`src/rtl/kernel_raster_scanner.sv`:
```
`default_nettype none
// ============================================================================
//  Module   : kernel_raster_scanner
//  Function : Raster-order (row, column) coordinate generator with border flags
//             and a valid/ready handshake, for the kernel neighbour-address stage.
//  Revision : 1.0 - initial release
// ============================================================================
module kernel_raster_scanner #(
    parameter int ADDR_W = 10
) (
    input  logic              clk,
    input  logic              rst,
    input  logic              start,
    input  logic [ADDR_W-1:0] frame_width,
    input  logic [ADDR_W-1:0] frame_depth,
    output logic [ADDR_W-1:0] address_width,
    output logic [ADDR_W-1:0] address_depth,
    output logic              out_valid,
    input  logic              out_ready,
    output logic              first_pix,
    output logic              last_pix,
    output logic              border_left,
    output logic              border_right,
    output logic              border_top,
    output logic              busy,
    output logic              done
);

    localparam logic [ADDR_W-1:0] c_one = {{(ADDR_W-1){1'b0}}, 1'b1};

    typedef enum logic [1:0] {
        ST_IDLE   = 2'd0,
        ST_SCAN   = 2'd1,
        ST_FINISH = 2'd2
    } state_t;

    state_t            r_state;
    state_t            w_state_nxt;
    logic [ADDR_W-1:0] r_w_m1;
    logic [ADDR_W-1:0] r_d_m1;
    logic [ADDR_W-1:0] r_col;
    logic [ADDR_W-1:0] r_row;
    logic              r_first;
    logic              r_last;
    logic              r_bl;
    logic              r_br;
    logic              r_bt;

    logic              w_load;
    logic              w_xfer;
    logic              w_advance;
    logic [ADDR_W-1:0] w_wm1_nxt;
    logic [ADDR_W-1:0] w_dm1_nxt;
    logic [ADDR_W-1:0] w_col_nxt;
    logic [ADDR_W-1:0] w_row_nxt;

    assign w_xfer    = (r_state == ST_SCAN) && out_ready;
    assign w_advance = w_load || (w_xfer && !r_last);

    always_comb begin
        w_state_nxt = r_state;
        w_load      = 1'b0;
        case (r_state)
            ST_IDLE: begin
                if (start) begin
                    if ((frame_width != '0) && (frame_depth != '0)) begin
                        w_load      = 1'b1;
                        w_state_nxt = ST_SCAN;
                    end else begin
                        w_state_nxt = ST_FINISH;
                    end
                end
            end
            ST_SCAN: begin
                if (w_xfer && r_last) begin
                    w_state_nxt = ST_FINISH;
                end
            end
            ST_FINISH: w_state_nxt = ST_IDLE;
            default:   w_state_nxt = ST_IDLE;
        endcase
    end

    // Next coordinate; r_br already tells us the current column is W-1.
    always_comb begin
        w_wm1_nxt = w_load ? (frame_width - c_one) : r_w_m1;
        w_dm1_nxt = w_load ? (frame_depth - c_one) : r_d_m1;
        if (w_load) begin
            w_col_nxt = '0;
            w_row_nxt = '0;
        end else if (r_br) begin
            w_col_nxt = '0;
            w_row_nxt = r_row + c_one;
        end else begin
            w_col_nxt = r_col + c_one;
            w_row_nxt = r_row;
        end
    end

    always_ff @(posedge clk) begin
        if (rst) begin
            r_state <= ST_IDLE;
            r_w_m1  <= '0;
            r_d_m1  <= '0;
            r_col   <= '0;
            r_row   <= '0;
            r_first <= 1'b0;
            r_last  <= 1'b0;
            r_bl    <= 1'b0;
            r_br    <= 1'b0;
            r_bt    <= 1'b0;
        end else begin
            r_state <= w_state_nxt;
            if (w_load) begin
                r_w_m1 <= w_wm1_nxt;
                r_d_m1 <= w_dm1_nxt;
            end
            if (w_advance) begin
                r_col   <= w_col_nxt;
                r_row   <= w_row_nxt;
                r_first <= (w_col_nxt == '0) && (w_row_nxt == '0);
                r_last  <= (w_col_nxt == w_wm1_nxt) && (w_row_nxt == w_dm1_nxt);
                r_bl    <= (w_col_nxt == '0);
                r_br    <= (w_col_nxt == w_wm1_nxt);
                r_bt    <= (w_row_nxt == '0);
            end
        end
    end

    // Flags are only meaningful alongside a valid pair, so they are gated.
    assign out_valid     = (r_state == ST_SCAN);
    assign busy          = (r_state == ST_SCAN);
    assign done          = (r_state == ST_FINISH);
    assign address_width = r_col;
    assign address_depth = r_row;
    assign first_pix     = r_first & out_valid;
    assign last_pix      = r_last  & out_valid;
    assign border_left   = r_bl    & out_valid;
    assign border_right  = r_br    & out_valid;
    assign border_top    = r_bt    & out_valid;

endmodule
`default_nettype wire

```
`config.mk`:
```
export PLATFORM = sky130hd
export DESIGN_NAME = kernel_raster_scanner
export DESIGN_NICKNAME = d
export VERILOG_FILES = /design/src/rtl/kernel_raster_scanner.sv
export SDC_FILE = /design/constraint.sdc
export NUM_CORES = 1
export LEC_CHECK = 0
export BUFFER_PORTS_ARGS = -buffer_cell sky130_fd_sc_hd__buf_2
export CORE_MARGIN = 3
export CORE_UTILIZATION = 45
export CTS_CLUSTER_DIAMETER = 60
export DETAILED_ROUTE_END_ITERATION = 8
export HOLD_SLACK_MARGIN = 0.02
export PLACE_DENSITY_LB_ADDON = 0.2
export SLEW_MARGIN = 20
export SYNTH_ARGS = -nofsm -noshare
export SYNTH_HDL_FRONTEND = slang
export SYNTH_SLANG_ARGS = --single-unit
```
`constraint.sdc`:
```
create_clock -name clk -period 3.9 [get_ports clk]
set_input_delay 0.585 -clock clk [delete_from_list [all_inputs] [get_ports clk]]
set_output_delay 0.585 -clock clk [all_outputs]
set_load 0.03 [all_outputs]
```
==> flow_summary.toml, run 1 <==
[outcome]
status = "finished, final reports clean"

[global_route]
antenna_found_initial = 0
track_usage_pct = 18.8
grt_max_degree = 29
grt_pass1_wl_mm = 11.8
grt_pass1_vias = 2411
overflow = 0

[cts]
cts.sinks = 47
insertion_delay_ns = 0.29
cts_max_level = 2
cts_setup_buffers = 0
ctsResizeCount = 0
hold_buffers = 0
clk_pin_slew_ns = 0.08
cts_tree = "built"
numCtsBuffers = 5
cts_buffer_depth = 2
cts_root_buffer = "clkbuf_8"

[synthesis]
muxShareOfSynthArea_pct = 2.35
yosysTopAreaCellShare_pct = 30.4
syn_avg_cell_area_sq_um = 7.83
synth_top_cell_by_area = "dfxtp_1"
yosysSeqAreaShare_pct = 30.4
syn_area_sq_um = 3090
synth_compound_area_share_pct = 16.3
ys_warn_count = 0
synth_simple_gate_area_share_pct = 29.4
ys_seq_elements = 47
synth_top_family_by_area = "simple AND/OR/NAND/NOR gates"
synth_nets = 423
synthFlopType = "dfxtp_1"
yosys-top-cells-area = "dfxtp_1 (30%), xnor2_1 (9.1%), nor2_1 (7.5%)"
synth_edf_count = 0
synthAdderAreaFrac_pct = 1.62
synthXorXnorAreaFrac_pct = 14.7
syn-instance-count = 395
ys_async_sr_fraction_pct = 0
ys_types = 58

[critical_path]
reg2reg_slack_ns = 1.23
cp.arrival_ns = 2.95
worst-r2r-cell-count = 8
crit_fanout = 28
worst-setup-path-type = "input port to flop"
endpoint_kind = "flop"
critPathRequiredTime_ns = 4.12
worstReg2RegStart = "address_width[0]$_SDFFE_PP0P_"
setup.worst_path.start = "frame_width[0]"
r2r_end = "r_br$_SDFFE_PP0P_"
start_kind = "input port"

[floorplanning]
die_w_um = 88.9
die-height_um = 88.9
initial_utilization_pct = 47.6
die_area_sq_um = 7900
coreArea_sq_um = 6490
ios = 52
rows = 29

[detailed_routing]
dr_wl_met3_um = 391
drt_iter0_markers = 133
wirelength_met1_mm = 3.70
routed_via_density = 5.58
drt_first_pass_iters = 4
final_antenna_net_count = 0
dr_wl_met2_mm = 3.21
vias = 2810
top_layer_used = "met4"
drc_errors = 0
finalWirelength_mm = 7.34
wire_per_inst_um = 14.6

[sta]
period_share_pct = 69.9
worst_slew_pin_slew_ns = 0.957
max_clock_freq_mhz = 367
setup_violations = 0
holdWs_ns = 0.475
fin_ws_ns = 1.17
tns_ns = 0
min_period_ns = 2.73
fin_skew_ns = 0.00432
final_hold_viol_count = 0
slew_headroom_pct = 36.0
rsz0062_at_grt = "no"
slew_violations = 0

[min_path]
holdPathEnd = "r_state[1]$_SDFFE_PP0P_"
min_from = "r_state[1]$_SDFFE_PP0P_"
hold_class = "flop to flop"
whs_path_depth = 1

[power]
power_density_nw_per_um2 = 280
p_leak_uw = 0.00130
ir_drop_mv = 0.150

[run]
cap_viol_max_count = 0

[place]
gp_congestion = 0.815
place_ws_ns = 0.880
post_dp_cell_area_sq_um = 3350
hpwl_mm = 5.47
io_buffer_count = 51

[cells_and_area]
fillers = 638
syn_to_final_growth_pct = 10.6
stdcell_area_sq_um = 3420
final_cell_mix = "nor2_1 (62), buf_2 (51), dfxtp_1 (47)"
final_core_utilization_pct = 52.7
antenna_cells = 0
layout_commonest_cell = "nor2_1"
nets = 456
drive_gt1_share_pct = 16.4
==> cells by family (layout without fill, tap and decap cells) <==
kind of cell,after synthesis,count (layout)
buf+inv,37,69
xor+xnor,52,52
fa+ha+maj,4,4
flops,47,47
mux,7,7
simple gates,175,175
compound gates,73,73
==> report_power, final <==
part | total (uW) | internal [uW] | switching, uW
clock | 272 | 120 | 152
sequential | 521 | 502 | 19.4
combinational | 166 | 68.1 | 97.5
==> worst max-delay path by stage <==
| stage | to | slack (ns) | depth (start not counted) |
|---|---|---|---|
| after detailed placement | r_br$_SDFFE_PP0P_ | 0.88 | 10 |
| after global routing | r_last$_SDFFE_PP0P_ | 0.95 | 10 |
| after floorplan | r_first$_SDFFE_PP0P_ | 1.51 | 9 |
| after global placement | r_br$_SDFFE_PP0P_ | 0.99 | 10 |
| after CTS | r_br$_SDFFE_PP0P_ | 1.19 | 10 |
| final | r_br$_SDFFE_PP0P_ | 1.17 | 10 |
==> metrics by stage <==
step | std cells | total power, uW
finish | 504 | 959
floorplan | 395 | 645
detailed placement | 498 | 698
CTS | 504 | 971
global placement | 498 | 695
global route | 504 | 1010
==> final cells by class <==
type	count	area [sq um]	share of cell area, %
inverters	8	30.0	0.878
flip-flops and latches	47	941	27.5
well taps	77	96.3	2.82
clock buffers	6	72.6	2.12
repair buffers	55	285	8.34
multi-input cells	311	2000	58.4
==> metal layers <==
metal	up-vias	GRT usage [%]
li1	1469	-
met2	66	27.9
met3	2	3.50
met1	1273	28.4
met5	-	0
met4	0	3.71
==> state kept, by name (all words and copies together) (netlist names) <==
signal,flops
address_depth,10
address_width,10
r_bl,1
r_br,1
r_bt,1
r_d_m1,10
r_first,1
r_last,1
r_state,2
r_w_m1,10
==> worst max-delay path, stage by stage <==
cell	delay [ns]
buf_2	0.11
inv_1	0.05
ha_1	0.21
nand2b_1	0.25
nor4_4	0.08
nor3_4	0.80
mux2i_1	0.39
xor2_1	0.17
nand4_1	0.14
a21oi_1	0.14
==> synthesized netlist by cell type, drive strengths merged, types with 3 or more instances <==
| library cell | number |
|---|---|
| ha | 4 |
| nand2 | 22 |
| buf | 16 |
| dfxtp | 47 |
| o21ai | 11 |
| a22oi | 4 |
| nor2 | 62 |
| a21oi | 12 |
| mux2i | 5 |
| xnor2 | 32 |
| xor2 | 20 |
| or3 | 8 |
| nand2b | 6 |
| nand3 | 10 |
| inv | 8 |
| a211oi | 17 |
| nand4 | 8 |
| and3 | 4 |
| o22ai | 3 |
| nor4 | 7 |
| o31ai | 4 |
| nor2b | 4 |
| and2 | 8 |
| nor3 | 23 |
| a31oi | 6 |
| clkbuf | 13 |
(Power assumes the default switching activity.)
==> inputs of run 2 (changes only) <==
==> constraint.sdc (replaced) <==
create_clock -name clk -period 2.2 [get_ports clk]
set_input_delay 0.33 -clock clk [delete_from_list [all_inputs] [get_ports clk]]
set_output_delay 0.33 -clock clk [all_outputs]
set_load 0.03 [all_outputs]
==> run 2 against run 1 <==
Sequential power is 77% higher. Largest cell class unchanged. Final area is 14% higher. Global-route usage is 1.8 points higher. Clock skew is 0.0023 ns higher. Hold slack worse by 0.15 ns. Critical endpoint unchanged. Via count is 7.9% higher. Critical path depth is 2 lower. Non-clock buffer count is 43 higher. Clock power grew to 2.8 times the previous value.
==> flow_summary.toml, run 2 (synthesized netlist as in run 1, its figures left out) <==
[cts]
cts_buffer_depth = 2
cts_max_level = 2
hold_buffers = 0
clk_pin_slew_ns = 0.10
cts.sinks = 47
cts_tree = "built"
insertion_delay_ns = 0.31
cts_root_buffer = "clkbuf_8"
numCtsBuffers = 5

[place]
io_buffer_count = 51
hpwl_mm = 6.04
place_ws_ns = -0.161
gp_congestion = 0.844

[power]
p_leak_uw = 0.00157
power.total_uw = 2030
ir_drop_mv = 0.352
power_density_nw_per_um2 = 518

[detailed_routing]
final_antenna_net_count = 0
drt_first_pass_iters = 4
vias = 3033
routed_via_density = 5.52
drt_iter0_markers = 105
finalWirelength_mm = 7.92
wire_per_inst_um = 14.4
drc_errors = 0

[sta]
max_clock_freq_mhz = 486
final_hold_viol_count = 0
slew_headroom_pct = 66.1
setup_violations = 0
fin_skew_ns = 0.00660
min_period_ns = 2.06
slew_violations = 0
fin_ws_ns = 0.140
tns_ns = 0
period_share_pct = 93.6
worst_slew_pin_slew_ns = 0.509
rsz0062_at_grt = "yes"

[cells_and_area]
syn_to_final_growth_pct = 26.5
layout_commonest_cell = "nor2_1"
antenna_cells = 0
drive_gt1_share_pct = 28.2
fillers = 605
final_cell_mix = "nor2_1 (62), buf_2 (51), buf_4 (46)"
nets = 499

[floorplanning]
ios = 52
coreArea_sq_um = 6490
initial_utilization_pct = 47.6
die-height_um = 88.9
die_w_um = 88.9
rows = 29
die_area_sq_um = 7900

[critical_path]
cpPeakStageDelay_ns = 0.35
cp.arrival_ns = 2.30
worst-setup-path-type = "flop to flop"
start_kind = "flop"
endpoint_kind = "flop"
path_cells = "ha_2 > nand3_4 > mux2_2 > xor2_1 > a2111o_1 > a32oi_1 > nand4_1 > a21oi_2"
critPathRequiredTime_ns = 2.44
cp_slowest_cell = "mux2_2"
crit_fanout = 5

[global_route]
grt_pass1_wl_mm = 12.9
overflow = 0
track_usage_pct = 20.6
grt_pass1_vias = 2709
antenna_found_initial = 0
grt_max_degree = 36

[run]
cap_viol_max_count = 0

[outcome]
status = "finished, final reports clean"

[min_path]
hold_class = "input port to flop"
==> run 2: worst paths after layout <==
| check | from | endpoint | slack, ns | cells after the start |
|---|---|---|---|---|
| worst max-delay path | address_width[0]$_SDFFE_PP0P_ | r_br$_SDFFE_PP0P_ | 0.14 | 8 |
| worst min-delay path | frame_depth[0] | r_d_m1[0]$_SDFFE_PP0N_ | 0.32 | 3 |
| worst min register to register | r_bt$_SDFFE_PP0P_ | r_bt$_SDFFE_PP0P_ | 0.50 | 2 |
| worst max register to register | address_width[0]$_SDFFE_PP0P_ | r_br$_SDFFE_PP0P_ | 0.14 | 8 |
==> run 2: final cells by class <==
type / instances / area, sq um / share of cell area (%)
inverters: 8 / 30.0 / 0.768
repair buffers: 98 / 621 / 15.9
multi-input cells: 311 / 2070 / 53.0
flip-flops and latches: 47 / 955 / 24.4
well taps: 77 / 96.3 / 2.46
clock inverters: 3 / 67.6 / 1.73
clock buffers: 5 / 68.8 / 1.76
==> run 2: routing by layer <==
layer	routed length [um]	up-vias	share of wire [%]	global-route usage (%)
li1	-	1560	-	-
met1	3820	1404	48	29.2
met2	3630	57	46	32.6
met3	366	12	4.6	3.59
met4	108	0	1.4	4.81
met5	0	-	0	0
==> run 2: power by group <==
group	switching [uW]	internal [uW]	leakage [uW]	total, uW
sequential	32.1	889	0.000389	921
combinational	187	149	0.00112	336
clock	316	453	0.0000644	770
==> run 2: critical path: cells and delay by family, from the launching register on <==
family / cells / cell delay (ns)
adder cells (fa/ha/maj): 1 / 0.22
AND/OR/NAND/NOR: 2 / 0.29
multiplexers: 1 / 0.35
AO/OA/AOI/OAI: 3 / 0.66
flip-flops: 1 / 0.33
XOR/XNOR: 1 / 0.15
==> run 2: metrics by stage <==
stage	utilization (%)	cell area (sq um)	hold slack [ns]	instances
floorplan	-	3110	0.426	395
global placement	56.8	3690	0.467	540
detailed placement	56.8	3690	0.480	540
CTS	59.0	3830	0.315	548
global route	60.2	3910	0.335	549
finish	60.2	3910	0.324	549
==> run 2: what timing repair did <==
action,4_1_cts,5_1_grt
pin swaps,0,4
setup endpoints to repair,1,4
buffers inserted,0,1
gates resized for setup,1,15
==> inputs of run 3 (changes only) <==
--- a/config.mk
+++ b/config.mk
@@ -12,6 +12,7 @@
 export DETAILED_ROUTE_END_ITERATION = 8
 export HOLD_SLACK_MARGIN = 0.02
 export PLACE_DENSITY_LB_ADDON = 0.2
+export RECOVER_POWER = 50
 export SLEW_MARGIN = 20
 export SYNTH_ARGS = -nofsm -noshare
 export SYNTH_HDL_FRONTEND = slang
==> run 3 against run 2 <==
Die area stayed put. Clock skew is 0.0016 ns higher. Count of clock-buffer cells in the layout unchanged. Sequential power about the same. Critical endpoint unchanged. Largest power group unchanged. Non-clock buffer count unchanged. Power fell by 0.19%. Core utilization decreased by 0.54 points.
==> flow_summary.toml, run 3 (synthesized netlist as in run 1, its figures left out) <==
[critical_path]
critical_path.top_delay_family = "compound AO/OA/AOI/OAI gates"
cpPeakStageDelay_ns = 0.35
cp_slowest_cell = "mux2_2"
worst-setup-path-type = "flop to flop"
crit_fanout = 5
start_kind = "flop"
cp.arrival_ns = 2.30
critPathRequiredTime_ns = 2.44
endpoint_kind = "flop"
path_cells = "ha_2 > nand3_4 > mux2_2 > xor2_1 > a2111o_1 > a32oi_1 > nand4_1 > a21oi_2"
crit_buf_inv = 0

[place]
hpwl_mm = 6.04
gp_congestion = 0.844
place_ws_ns = -0.161
io_buffer_count = 51

[detailed_routing]
wirelength_met1_mm = 3.85
drt_first_pass_iters = 4
final_antenna_net_count = 0
dr_wl_met2_mm = 3.68
routed_via_density = 5.55
finalWirelength_mm = 7.98
dr_wl_met3_um = 382
drt_iter0_markers = 110
wire_per_inst_um = 14.5
drc_errors = 0
vias = 3049
top_layer_used = "met4"

[global_route]
grt_pass1_vias = 2709
overflow = 0
grt_max_degree = 36
track_usage_pct = 20.6
grt_pass1_wl_mm = 12.9
antenna_found_initial = 0

[floorplanning]
coreArea_sq_um = 6490
rows = 29
initial_utilization_pct = 47.6
die_area_sq_um = 7900
die-height_um = 88.9
ios = 52
die_w_um = 88.9

[power]
power_density_nw_per_um2 = 522
p_leak_uw = 0.00147
ir_drop_mv = 0.351

[cts]
insertion_delay_ns = 0.30
cts_tree = "built"
clk_pin_slew_ns = 0.10
cts_root_buffer = "clkbuf_8"
cts.sinks = 47
cts_max_level = 2
numCtsBuffers = 5
cts_buffer_depth = 2

[outcome]
status = "finished, final reports clean"

[cells_and_area]
syn_to_final_growth_pct = 25.4
layout_commonest_cell = "nor2_1"
antenna_cells = 0
drive_gt1_share_pct = 23.1
nets = 499
final_cell_mix = "nor2_1 (62), buf_4 (43), dfxtp_1 (38)"

[sta]
tns_ns = 0
slew_violations = 0
slew_headroom_pct = 65.5
setup_violations = 0
rsz0062_at_grt = "yes"
fin_ws_ns = 0.146
fin_skew_ns = 0.00817
final_hold_viol_count = 0
holdWs_ns = 0.329
max_clock_freq_mhz = 487
period_share_pct = 93.4
worst_slew_pin_slew_ns = 0.518
min_period_ns = 2.05

[run]
cap_viol_max_count = 0

[min_path]
hold_class = "input port to flop"
==> run 3: changes by cell type in the layout (fill, tap and decap cells not counted), sizes merged <==
cell,previous run,this run
clkbuf,5,30
buf,98,73
==> run 3: power breakdown <==
part / switching [uW] / internal, uW
logic: 188 / 147
registers: 32.0 / 889
clock network: 314 / 453
total: 534 / 1490
==> run 3: final timing paths <==
check / cells past startpoint / to / from / slack, ns
worst min-delay path: 3 / r_d_m1[0]$_SDFFE_PP0N_ / frame_depth[0] / 0.33
worst min register to register: 2 / r_bt$_SDFFE_PP0P_ / r_bt$_SDFFE_PP0P_ / 0.50
worst max-delay path: 8 / r_br$_SDFFE_PP0P_ / address_width[0]$_SDFFE_PP0P_ / 0.15
worst max register to register: 8 / r_br$_SDFFE_PP0P_ / address_width[0]$_SDFFE_PP0P_ / 0.15
==> run 3: cell type report <==
type / count / area (sq um)
clock inverters: 3 / 67.6
inverters: 8 / 30.0
fillers: 620 / 2620
multi-input cells: 311 / 2070
repair buffers: 98 / 586
well taps: 77 / 96.3
flip-flops and latches: 47 / 955
clock buffers: 5 / 68.8
==> run 3: worst register-to-register path: stages, from the launching register on <==
cell and delay (ns):
dfxtp_2 0.33, ha_2 0.22, nand3_4 0.13, mux2_2 0.35
xor2_1 0.15, a2111o_1 0.34, a32oi_1 0.18, nand4_1 0.16
a21oi_2 0.14
==> run 3: metal layers <==
metal / track usage, % / up-vias
met2: 32.6 / 64
met3: 3.59 / 6
met4: 4.81 / 0
li1: - / 1559
met1: 29.2 / 1420
met5: 0 / -
==> run 3: stage by stage <==
stage,util (%),total power [uW],std cells,cell area [sq um]
floorplan,-,1140,395,3110
global placement,56.8,1260,540,3690
detailed placement,56.8,1270,540,3690
CTS,59.0,2030,548,3830
global route,59.7,2100,549,3880
finish,59.7,2020,549,3880
==> run 3: timing repair <==
action	in CTS	in global routing
cloned	0	0
pin swaps	0	4
buffers inserted	0	1
gates resized for setup	1	15
hold buffers	0	0
setup endpoints to repair	1	4
endpoints found under the hold margin	0	0
